===== config.mk =====
export PLATFORM = sky130hd
export DESIGN_NAME = c_frag_cfg_loader
export DESIGN_NICKNAME = d
export VERILOG_FILES = /design/src/rtl/c_frag_cfg_pkg.sv /design/src/rtl/c_frag_cfg_readback.sv /design/src/rtl/c_frag_cfg_loader.sv
export SDC_FILE = /design/constraint.sdc
export NUM_CORES = 1
export LEC_CHECK = 0
export ABC_AREA = 1
export ABC_CLOCK_PERIOD_IN_PS = 10200
export BUFFER_PORTS_ARGS = -buffer_cell sky130_fd_sc_hd__buf_2
export CELL_PAD_IN_SITES_DETAIL_PLACEMENT = 0
export CELL_PAD_IN_SITES_GLOBAL_PLACEMENT = 1
export CORE_MARGIN = 5
export CORE_UTILIZATION = 43
export DETAILED_ROUTE_END_ITERATION = 16
export PLACE_DENSITY_LB_ADDON = 0.15
export REMOVE_ABC_BUFFERS = 1
export SLEW_MARGIN = 20
export SYNTH_ARGS = -nofsm -noshare
export SYNTH_HDL_FRONTEND = slang
export SYNTH_SLANG_ARGS = --single-unit
export TNS_END_PERCENT = 5

===== constraint.sdc =====
create_clock -name QCK -period 10.2 [get_ports QCK]
set_input_delay 0.51 -clock QCK [delete_from_list [all_inputs] [get_ports QCK]]
set_output_delay 0.51 -clock QCK [all_outputs]
set_load 0.03 [all_outputs]

===== src/rtl/c_frag_cfg_pkg.sv =====
// Shared types and constants for the C_FRAG configuration loader.
// Readback support is enabled by defining C_FRAG_CFG_READBACK_EN.
package c_frag_cfg_pkg;

    localparam logic [7:0] CFG_HDR = 8'hA5;

    typedef enum logic [1:0] {
        IDLE   = 2'd0,
        LOAD   = 2'd1,
        CHECK  = 2'd2,
        COMMIT = 2'd3
    } cfg_state_t;

    // Bit positions of the inverter selects inside each cell byte
    localparam int SEL_TAS1 = 7;
    localparam int SEL_TAS2 = 6;
    localparam int SEL_TBS1 = 5;
    localparam int SEL_TBS2 = 4;
    localparam int SEL_BAS1 = 3;
    localparam int SEL_BAS2 = 2;
    localparam int SEL_BBS1 = 1;
    localparam int SEL_BBS2 = 0;

    function automatic int idx_width(input int n);
        return (n <= 1) ? 1 : $clog2(n);
    endfunction

endpackage


===== src/rtl/c_frag_cfg_readback.sv =====
// Readback streamer: snapshots the active selects on request and emits
// one byte per cell over a valid/ready handshake, cell 0 first.
module c_frag_cfg_readback
    import c_frag_cfg_pkg::*;
#(
    parameter int NUM_CELLS = 16
) (
    input  logic                   i_clk,
    input  logic                   i_rst,
    input  logic [8*NUM_CELLS-1:0] i_cell_sel,
    input  logic                   i_req,
    input  logic                   i_ready,
    output logic                   o_valid,
    output logic [7:0]             o_data
);

    localparam int IDXW = idx_width(NUM_CELLS);
    localparam logic [IDXW-1:0] IDX_LAST = IDXW'(NUM_CELLS - 1);

    logic [7:0]      r_snap [NUM_CELLS];
    logic [IDXW-1:0] r_cnt;
    logic            r_valid;
    logic [7:0]      r_data;
    logic            w_start;
    logic [IDXW-1:0] w_cnt_inc;

    // A request while a stream is in flight is ignored
    assign w_start   = i_req && !r_valid;
    assign w_cnt_inc = r_cnt + 1'b1;

    genvar gi;
    generate
        for (gi = 0; gi < NUM_CELLS; gi++) begin : g_snap
            always_ff @(posedge i_clk or posedge i_rst) begin
                if (i_rst) begin
                    r_snap[gi] <= 8'h00;
                end else if (w_start) begin
                    r_snap[gi] <= i_cell_sel[gi*8 +: 8];
                end
            end
        end
    endgenerate

    always_ff @(posedge i_clk or posedge i_rst) begin
        if (i_rst) begin
            r_valid <= 1'b0;
            r_cnt   <= '0;
            r_data  <= 8'h00;
        end else if (w_start) begin
            r_valid <= 1'b1;
            r_cnt   <= '0;
            r_data  <= i_cell_sel[7:0];
        end else if (r_valid && i_ready) begin
            if (r_cnt == IDX_LAST) begin
                r_valid <= 1'b0;
            end else begin
                r_cnt  <= w_cnt_inc;
                r_data <= r_snap[w_cnt_inc];
            end
        end
    end

    assign o_valid = r_valid;
    assign o_data  = r_data;

endmodule


===== src/rtl/c_frag_cfg_loader.sv =====
// Framed byte-stream loader for the C_FRAG inverter selects with shadow
// copy and atomic commit; optional readback under C_FRAG_CFG_READBACK_EN.
module c_frag_cfg_loader
    import c_frag_cfg_pkg::*;
#(
    parameter int NUM_CELLS = 16
) (
    input  logic                   QCK,
    input  logic                   QRT,
    input  logic                   cfg_valid,
    input  logic [7:0]             cfg_data,
    output logic                   cfg_ready,
    input  logic                   cfg_abort,
    output logic [8*NUM_CELLS-1:0] cell_sel,
    output logic                   done,
    output logic                   err,
    output logic                   busy,
    input  logic                   rb_req,
    output logic                   rb_valid,
    output logic [7:0]             rb_data,
    input  logic                   rb_ready
);

    localparam int IDXW = idx_width(NUM_CELLS);
    localparam logic [IDXW-1:0] IDX_LAST = IDXW'(NUM_CELLS - 1);

    cfg_state_t      r_state;
    cfg_state_t      w_state_next;
    logic [IDXW-1:0] r_idx;
    logic [7:0]      r_xor;
    logic [7:0]      r_shadow   [NUM_CELLS];
    logic [7:0]      r_cell_sel [NUM_CELLS];
    logic            r_done;
    logic            r_err;

    logic w_xfer;
    logic w_start;
    logic w_load_wr;
    logic w_err_set;
    logic w_commit;

    assign cfg_ready = (r_state != COMMIT);
    assign w_xfer    = cfg_valid && cfg_ready;

    always_ff @(posedge QCK or posedge QRT) begin
        if (QRT) begin
            r_state <= IDLE;
        end else begin
            r_state <= w_state_next;
        end
    end

    always_comb begin
        w_state_next = r_state;
        w_start      = 1'b0;
        w_load_wr    = 1'b0;
        w_err_set    = 1'b0;
        w_commit     = 1'b0;
        case (r_state)
            IDLE: begin
                if (w_xfer && (cfg_data == CFG_HDR)) begin
                    w_state_next = LOAD;
                    w_start      = 1'b1;
                end
            end
            LOAD: begin
                if (w_xfer) begin
                    w_load_wr = 1'b1;
                    if (r_idx == IDX_LAST) begin
                        w_state_next = CHECK;
                    end
                end
            end
            CHECK: begin
                if (w_xfer) begin
                    if (cfg_data == r_xor) begin
                        w_state_next = COMMIT;
                    end else begin
                        w_err_set    = 1'b1;
                        w_state_next = IDLE;
                    end
                end
            end
            COMMIT: begin
                w_commit     = 1'b1;
                w_state_next = IDLE;
            end
            default: w_state_next = IDLE;
        endcase
        // Abort beats any transfer, but a commit already underway completes
        if (cfg_abort && (r_state != COMMIT)) begin
            w_state_next = IDLE;
            w_start      = 1'b0;
            w_load_wr    = 1'b0;
            w_err_set    = 1'b0;
        end
    end

    always_ff @(posedge QCK or posedge QRT) begin
        if (QRT) begin
            r_idx  <= '0;
            r_xor  <= 8'h00;
            r_done <= 1'b0;
            r_err  <= 1'b0;
        end else begin
            r_done <= w_commit;
            r_err  <= w_err_set;
            if (w_start) begin
                r_idx <= '0;
                r_xor <= 8'h00;
            end else if (w_load_wr) begin
                r_idx <= r_idx + 1'b1;
                r_xor <= r_xor ^ cfg_data;
            end
        end
    end

    genvar gi;
    generate
        for (gi = 0; gi < NUM_CELLS; gi++) begin : g_cell
            always_ff @(posedge QCK or posedge QRT) begin
                if (QRT) begin
                    r_shadow[gi] <= 8'h00;
                end else if (w_load_wr && (r_idx == IDXW'(gi))) begin
                    r_shadow[gi] <= cfg_data;
                end
            end

            always_ff @(posedge QCK or posedge QRT) begin
                if (QRT) begin
                    r_cell_sel[gi] <= 8'h00;
                end else if (w_commit) begin
                    r_cell_sel[gi] <= r_shadow[gi];
                end
            end

            assign cell_sel[gi*8 +: 8] = r_cell_sel[gi];
        end
    endgenerate

    assign done = r_done;
    assign err  = r_err;
    assign busy = (r_state != IDLE);

`ifdef C_FRAG_CFG_READBACK_EN
    c_frag_cfg_readback #(
        .NUM_CELLS (NUM_CELLS)
    ) u_readback (
        .i_clk      (QCK),
        .i_rst      (QRT),
        .i_cell_sel (cell_sel),
        .i_req      (rb_req),
        .i_ready    (rb_ready),
        .o_valid    (rb_valid),
        .o_data     (rb_data)
    );
`else
    logic w_unused_rb;
    assign w_unused_rb = rb_req ^ rb_ready;
    assign rb_valid    = 1'b0;
    assign rb_data     = 8'h00;
`endif

endmodule


After elaboration in Yosys (flattened, before gate mapping)
Cells that the tools add are included.
{ "totals": {"regBits": 272, "inputBits": 14, "out_inout_bits": 141, "elab_cells": 110} }
{ "op_classes": {"n_addsub": 1, "eq_ne": 25, "mux": 22, "bitwise": 1, "reduce_logical": 24} }
{ "ops": {"columns": ["cell", "count"], "rows": [
  ["== test 4 bit (second input constant)", 8],
  ["logical AND 1 bit", 19],
  ["== test 4 x 3 -> 1 bit (second input constant)", 4],
  ["two-way mux 8 bit", 2],
  ["two-way mux 2 bit", 6],
  ["inequality test 3 bit (second input constant)", 4],
  ["two-way mux 1 bit", 11],
  ["== test 4 x 2 -> 1 bit (second input constant)", 2],
  ["== test 8 bit", 1],
  ["== test 8 bit (second input constant)", 1],
  ["two-way mux 4 bit", 2],
  ["case mux 2 bit (4 select lines)", 1],
  ["XOR 8 bit", 1],
  ["adder 4 x 1 -> 4 bit (second input constant)", 1],
  ["== test 2 bit (second input constant)", 2],
  ["== test 4 x 1 -> 1 bit (second input constant)", 1],
  ["zero test 4 bit", 1],
  ["AND reduction 4 bit", 1],
  ["nonzero test 2 bit", 2],
  ["== test 2 x 1 -> 1 bit (second input constant)", 1],
  ["zero test 2 bit", 1],
  ["inequality test 2 bit (second input constant)", 1]
]} }

Depth between registers and ports, before layout
{ "depth": {"depth_word": 7, "depth_mapped": 10, "ltp_nobuf": 9} }

Worst setup path after synthesis
No wires, ideal clock.
{ "synth_path": {"path_type": "input to register", "from": "input port cfg_valid", "to": "register r_shadow[65] in the netlist's numbering", "setup_ps": 128, "t_arrival_ps": 1523, "t_required_ps": 10072, "slack_ps": 8549, "stages": 10, "path_buffers": 1, "path_cell_list": "inv_1 -> nor2_1 -> nand2_4 -> clkinv_4 -> nand2_1 -> nor2_2 -> nand2_2 -> buf_6 -> nand2_1 -> o21ai_2"} }
{ "synth_between": {"elab_chain_cells": 5} }
{ "synth_rtl": {"columns": ["element", "line", "text"], "rows": [
  ["from (decl)", "c_frag_cfg_loader.sv:10", "input logic cfg_valid,"],
  ["logical AND 1 bit", "c_frag_cfg_loader.sv:43", "assign w_xfer = cfg_valid && cfg_ready;"],
  ["two-way mux 1 bit", "c_frag_cfg_loader.sv:67", "if (w_xfer) begin"],
  ["two-way mux 1 bit", "c_frag_cfg_loader.sv:59", "case (r_state)"],
  ["two-way mux 1 bit", "c_frag_cfg_loader.sv:91", "if (cfg_abort && (r_state != COMMIT)) begin"],
  ["logical AND 1 bit", "c_frag_cfg_loader.sv:124", "end else if (w_load_wr && (r_idx == IDXW'(gi))) begin"],
  ["to (signal, indexed assignment)", "c_frag_cfg_loader.sv:125", "r_shadow[gi] <= cfg_data;"],
  ["to (decl)", "c_frag_cfg_loader.sv:31", "logic [7:0] r_shadow [NUM_CELLS];"]
]} }
Every way passes these cells.
A chain may end at the register's enable or synchronous reset.

Worst setup path after layout
{ "layout_path": {"from": "register r_state[1]", "to": "register r_cell_sel, in the netlist cell_sel[100]"} }
{ "layout_between": {"elab_chain_cells": 2} }
{ "layout_rtl": {"columns": ["element", "line", "text"], "rows": [
  ["from (decl)", "c_frag_cfg_loader.sv:27", "cfg_state_t r_state;"],
  ["from (signal assigned)", "c_frag_cfg_loader.sv:49", "r_state <= w_state_next;"],
  ["== test 2 bit", "c_frag_cfg_loader.sv:59", null],
  ["two-way mux 1 bit", "c_frag_cfg_loader.sv:59", null],
  ["to (signal, indexed assignment)", "c_frag_cfg_loader.sv:133", "r_cell_sel[gi] <= r_shadow[gi];"],
  ["to (decl)", "c_frag_cfg_loader.sv:32", "logic [7:0] r_cell_sel [NUM_CELLS];"]
]} }
Every way passes these cells.

==> summary.md <==
| Metric | Value |
|---|---|
| Final Setup Violations | 0 |
| CP most frequent cell | nand2_1 |
| Share of the synthesized area in the top cell type | 0.641 |
| Initial DRC Count | roughly 480 |
| Clock Tree Root | clkbuf_16 |
| Pins Over Slew Limit | 0 |
| Mapped Cells | ~1100 |
| Setup slack on the worst flop-to-flop path | 7560 ps |
| Worst hold path class | in2async |
| Post-CTS setup buffers | 0 |
| DR pass1 iterations | 4 |
| Vias/cell | roughly 4.7 |
| Tmin final | roughly 2600 ps |
| Worst setup path class | reg2reg |
| Reg2Reg Depth | 5 |
| Core Rows | 57 |
| Largest net degree at the start of global routing | between 100 and 150 |
| Static Leak | 6.94 nW |
| Worst EP arrival | 3100 ps |
| Post-synthesis sequential area ratio | 0.641 |
| Drt total wl | roughly 24 mm |
| Placed instance count | about 1600 |
| Initial Util | 0.436 |
| Overflow left after global routing | 0 |
| Hold-fix buffer count after cts | 0 |
| Critical path fanouts, max | slightly below 70 |
| Worst path max stage delay | slightly below 700 ps |
| Max clock buf depth | 3 |
| Synthesized area per cell | between 9 and 10 um2 |
| Total Die Area | around 28000 um2 |
| Max_cap viols | 0 |
| Number of synthesized flops with an enable pin | 0 |
| Initial antenna violation count | 0 |
| Post-DP HPWL | ~14 mm |
| CTS resizes | 0 |
| Antenna fix cells | 0 |
| Vias | around 7500 |
| Non-filler cells, final | between 1500 and 2000 |
| Port bufs | between 100 and 150 |
| DR WL/cell | ~15 um |
| Outcome | finished, final reports clean |
| Rel. slew slack | 0.344 |
| First-pass GRT wire length | around 40 mm |
| CTS tree | built |
| Total GRT Usage | 0.175 |
| Design area | 12400 um2 |
| RSZ-0062 raised after global routing | false |
| Synth Cell Area | about 11000 um2 |
| Crit path max-delay family | buffers and inverters |
| Setup ws final | between 7000 and 8000 ps |
| # clock sinks | around 270 |
| Max VDD drop | approximately 0.00016 V |
| Setup_tns | 0 ps |
| CP bufs+invs | 2 |
| Core Util, Final | 0.509 |
| Top cells by area, synth | dfrtp_1, nand2_1, o21ai_0, o21ai_1, inv_1 |
| Pwr dens | 284 nW/um2 |
| Max Clk Rate | around 380 MHz |
| Cell variety after synth | 27 |
| Vias in the first global route | between 7000 and 8000 |
| Ys async rst share | 1.00 |
| Fill cells | 2402 |
| Fin nets | about 1300 |
| Ys Warns | 0 |
| Cell taking the most area after synthesis | dfrtp_1 |
| Die Ht | 167 um |
| Req. time, crit path | 10660 ps |
| Final RePlAce weighted congestion | 0.753 |
| Critical path capture point type | register |
| Crit start category | register |
| Least-Margin Pin Slew | around 980 ps |
| Crit-path cells | nand2_4 -> inv_4 -> buf_4 -> nand2_1 -> nand2_1 |
| Dpl cell area | 11500 um2 |
| Clock transition at path regs | 60 ps |
| Top FF cell, synth | dfrtp_1 |
| Final ANT Viol Nets | 0 |
| Setup Skew | ~8.5 ps |
| Place WS | ~7500 ps |
| H-tree depth | 1 |
| Reg2reg start | r_state[1] |
| Worst reg2reg endpoint | cell_sel[100] |
| Area Growth Syn to Fin | 16.6% |
| Share of cells above drive strength 1 | 0.172 |
| Die width | around 170 um |
| Num CTS Buffers | 29 |
| DRC Markers | 0 |
| Slowest cell on crit path | inv_4 |
| Yosys reg bits | 272 |
| I/O Pins | approximately 160 |
| Crit. path cell count | 5 |
| Final hold vios | 0 |
| Worst skew pair latency | roughly 530 ps |
| Core footprint | around 24000 um2 |
| Fin crit share | 0.259 |
## sequential cells by signal, indices dropped and copies added (netlist names)
signal    cells
cell_sel    128
done          1
err           1
r_idx         4
r_shadow    128
r_state       2
r_xor         8
## logic make-up after synthesis
kind of cell	synth area share
simple gates	0.239
flops	0.641
compound gates	0.0690
buf+inv	0.0450
fa+ha+maj	0.00472
xor+xnor	0.000826
other cells	0.000353
## placed cells by master, fill, tap and decap left out
cell type / netlist / routed
nand2_1: 580 / 579
dfrtp_1: 272 / 272
buf_2: 20 / 143
o21ai_0: 82 / 82
o21ai_1: 49 / 49
inv_1: 35 / 33
clkbuf_16: 0 / 29
nor2_1: 16 / 16
conb_1: 1 / 9
clkbuf_1: 34 / 9
nand4_2: 8 / 8
clkbuf_8: 0 / 8
o21ai_2: 7 / 7
nand4_4: 6 / 6
clkinv_2: 0 / 5
nand3_1: 4 / 4
ha_1: 4 / 4
buf_4: 9 / 4
a21oi_1: 3 / 3
nand2_4: 1 / 2
inv_2: 2 / 2
nand2_2: 2 / 2
inv_4: 0 / 1
nor2_4: 1 / 1
clkinv_4: 1 / 1
nor2_2: 1 / 1
xnor2_1: 1 / 1
inv_8: 0 / 1
nand4_1: 1 / 1
## Yosys cell counts (6+ instances only)
cell type / count
o21ai_0: 82
clkbuf_1: 34
dfrtp_1: 272
nand4_2: 8
nand2_1: 580
o21ai_1: 49
buf_2: 20
nand4_4: 6
nor2_1: 16
o21ai_2: 7
buf_4: 9
inv_1: 35
## worst reg2reg max path, cell delays in order (launching register included)
cell	delay [ps]
dfrtp_1	490
nand2_4	400
inv_4	710
buf_4	710
nand2_1	170
nand2_1	90
## layer usage
| metal | global-route usage | vias to the layer above | wire length (um) |
|---|---|---|---|
| li1 | - | 3797 | - |
| met1 | 0.257 | 3541 | 11900 |
| met2 | 0.279 | 133 | 10900 |
| met3 | 0.0266 | 31 | 1050 |
| met4 | 0.0377 | 0 | 369 |
| met5 | 0 | - | 0 |
## worst max-delay path by stage
stage	start	to	slack [ps]
after global placement	r_state[1]	cell_sel[96]	7460
final	r_state[1]	cell_sel[100]	7560
after detailed placement	r_state[1]	cell_sel[100]	7480
after global routing	r_state[1]	cell_sel[3]	7280
after floorplan	QRT	cell_sel[0]	2190
after CTS	r_state[1]	cell_sel[100]	7470
## power by group
part / leakage (nW) / switching [mW] / internal (mW)
clock: 0.445 / 0.401 / 0.578
sequential: 3.72 / 0.200 / 1.39
combinational: 2.77 / 0.671 / 0.276
total: 6.94 / 1.27 / 2.25
## metrics by stage
stage | hold slack (ps) | power [mW]
floorplan | 442 | 2.27
detailed placement | 451 | 2.57
CTS | 229 | 3.57
finish | 168 | 3.52
global placement | 450 | 2.56
global route | 298 | 3.75
## cell type report
type / instances / area [um2] / share of cell area
Clock buffer: 46 / 870 / 0.0703
Clock inverter: 5 / 25.0 / 0.00202
Inverter: 38 / 158 / 0.0127
Multi-Input combinational cell: 775 / 3360 / 0.272
Sequential cell: 272 / 6810 / 0.550
Tap cell: 324 / 405 / 0.0328
Timing Repair Buffer: 147 / 746 / 0.0603
Note: power is estimated with default switching activity, not from simulation.
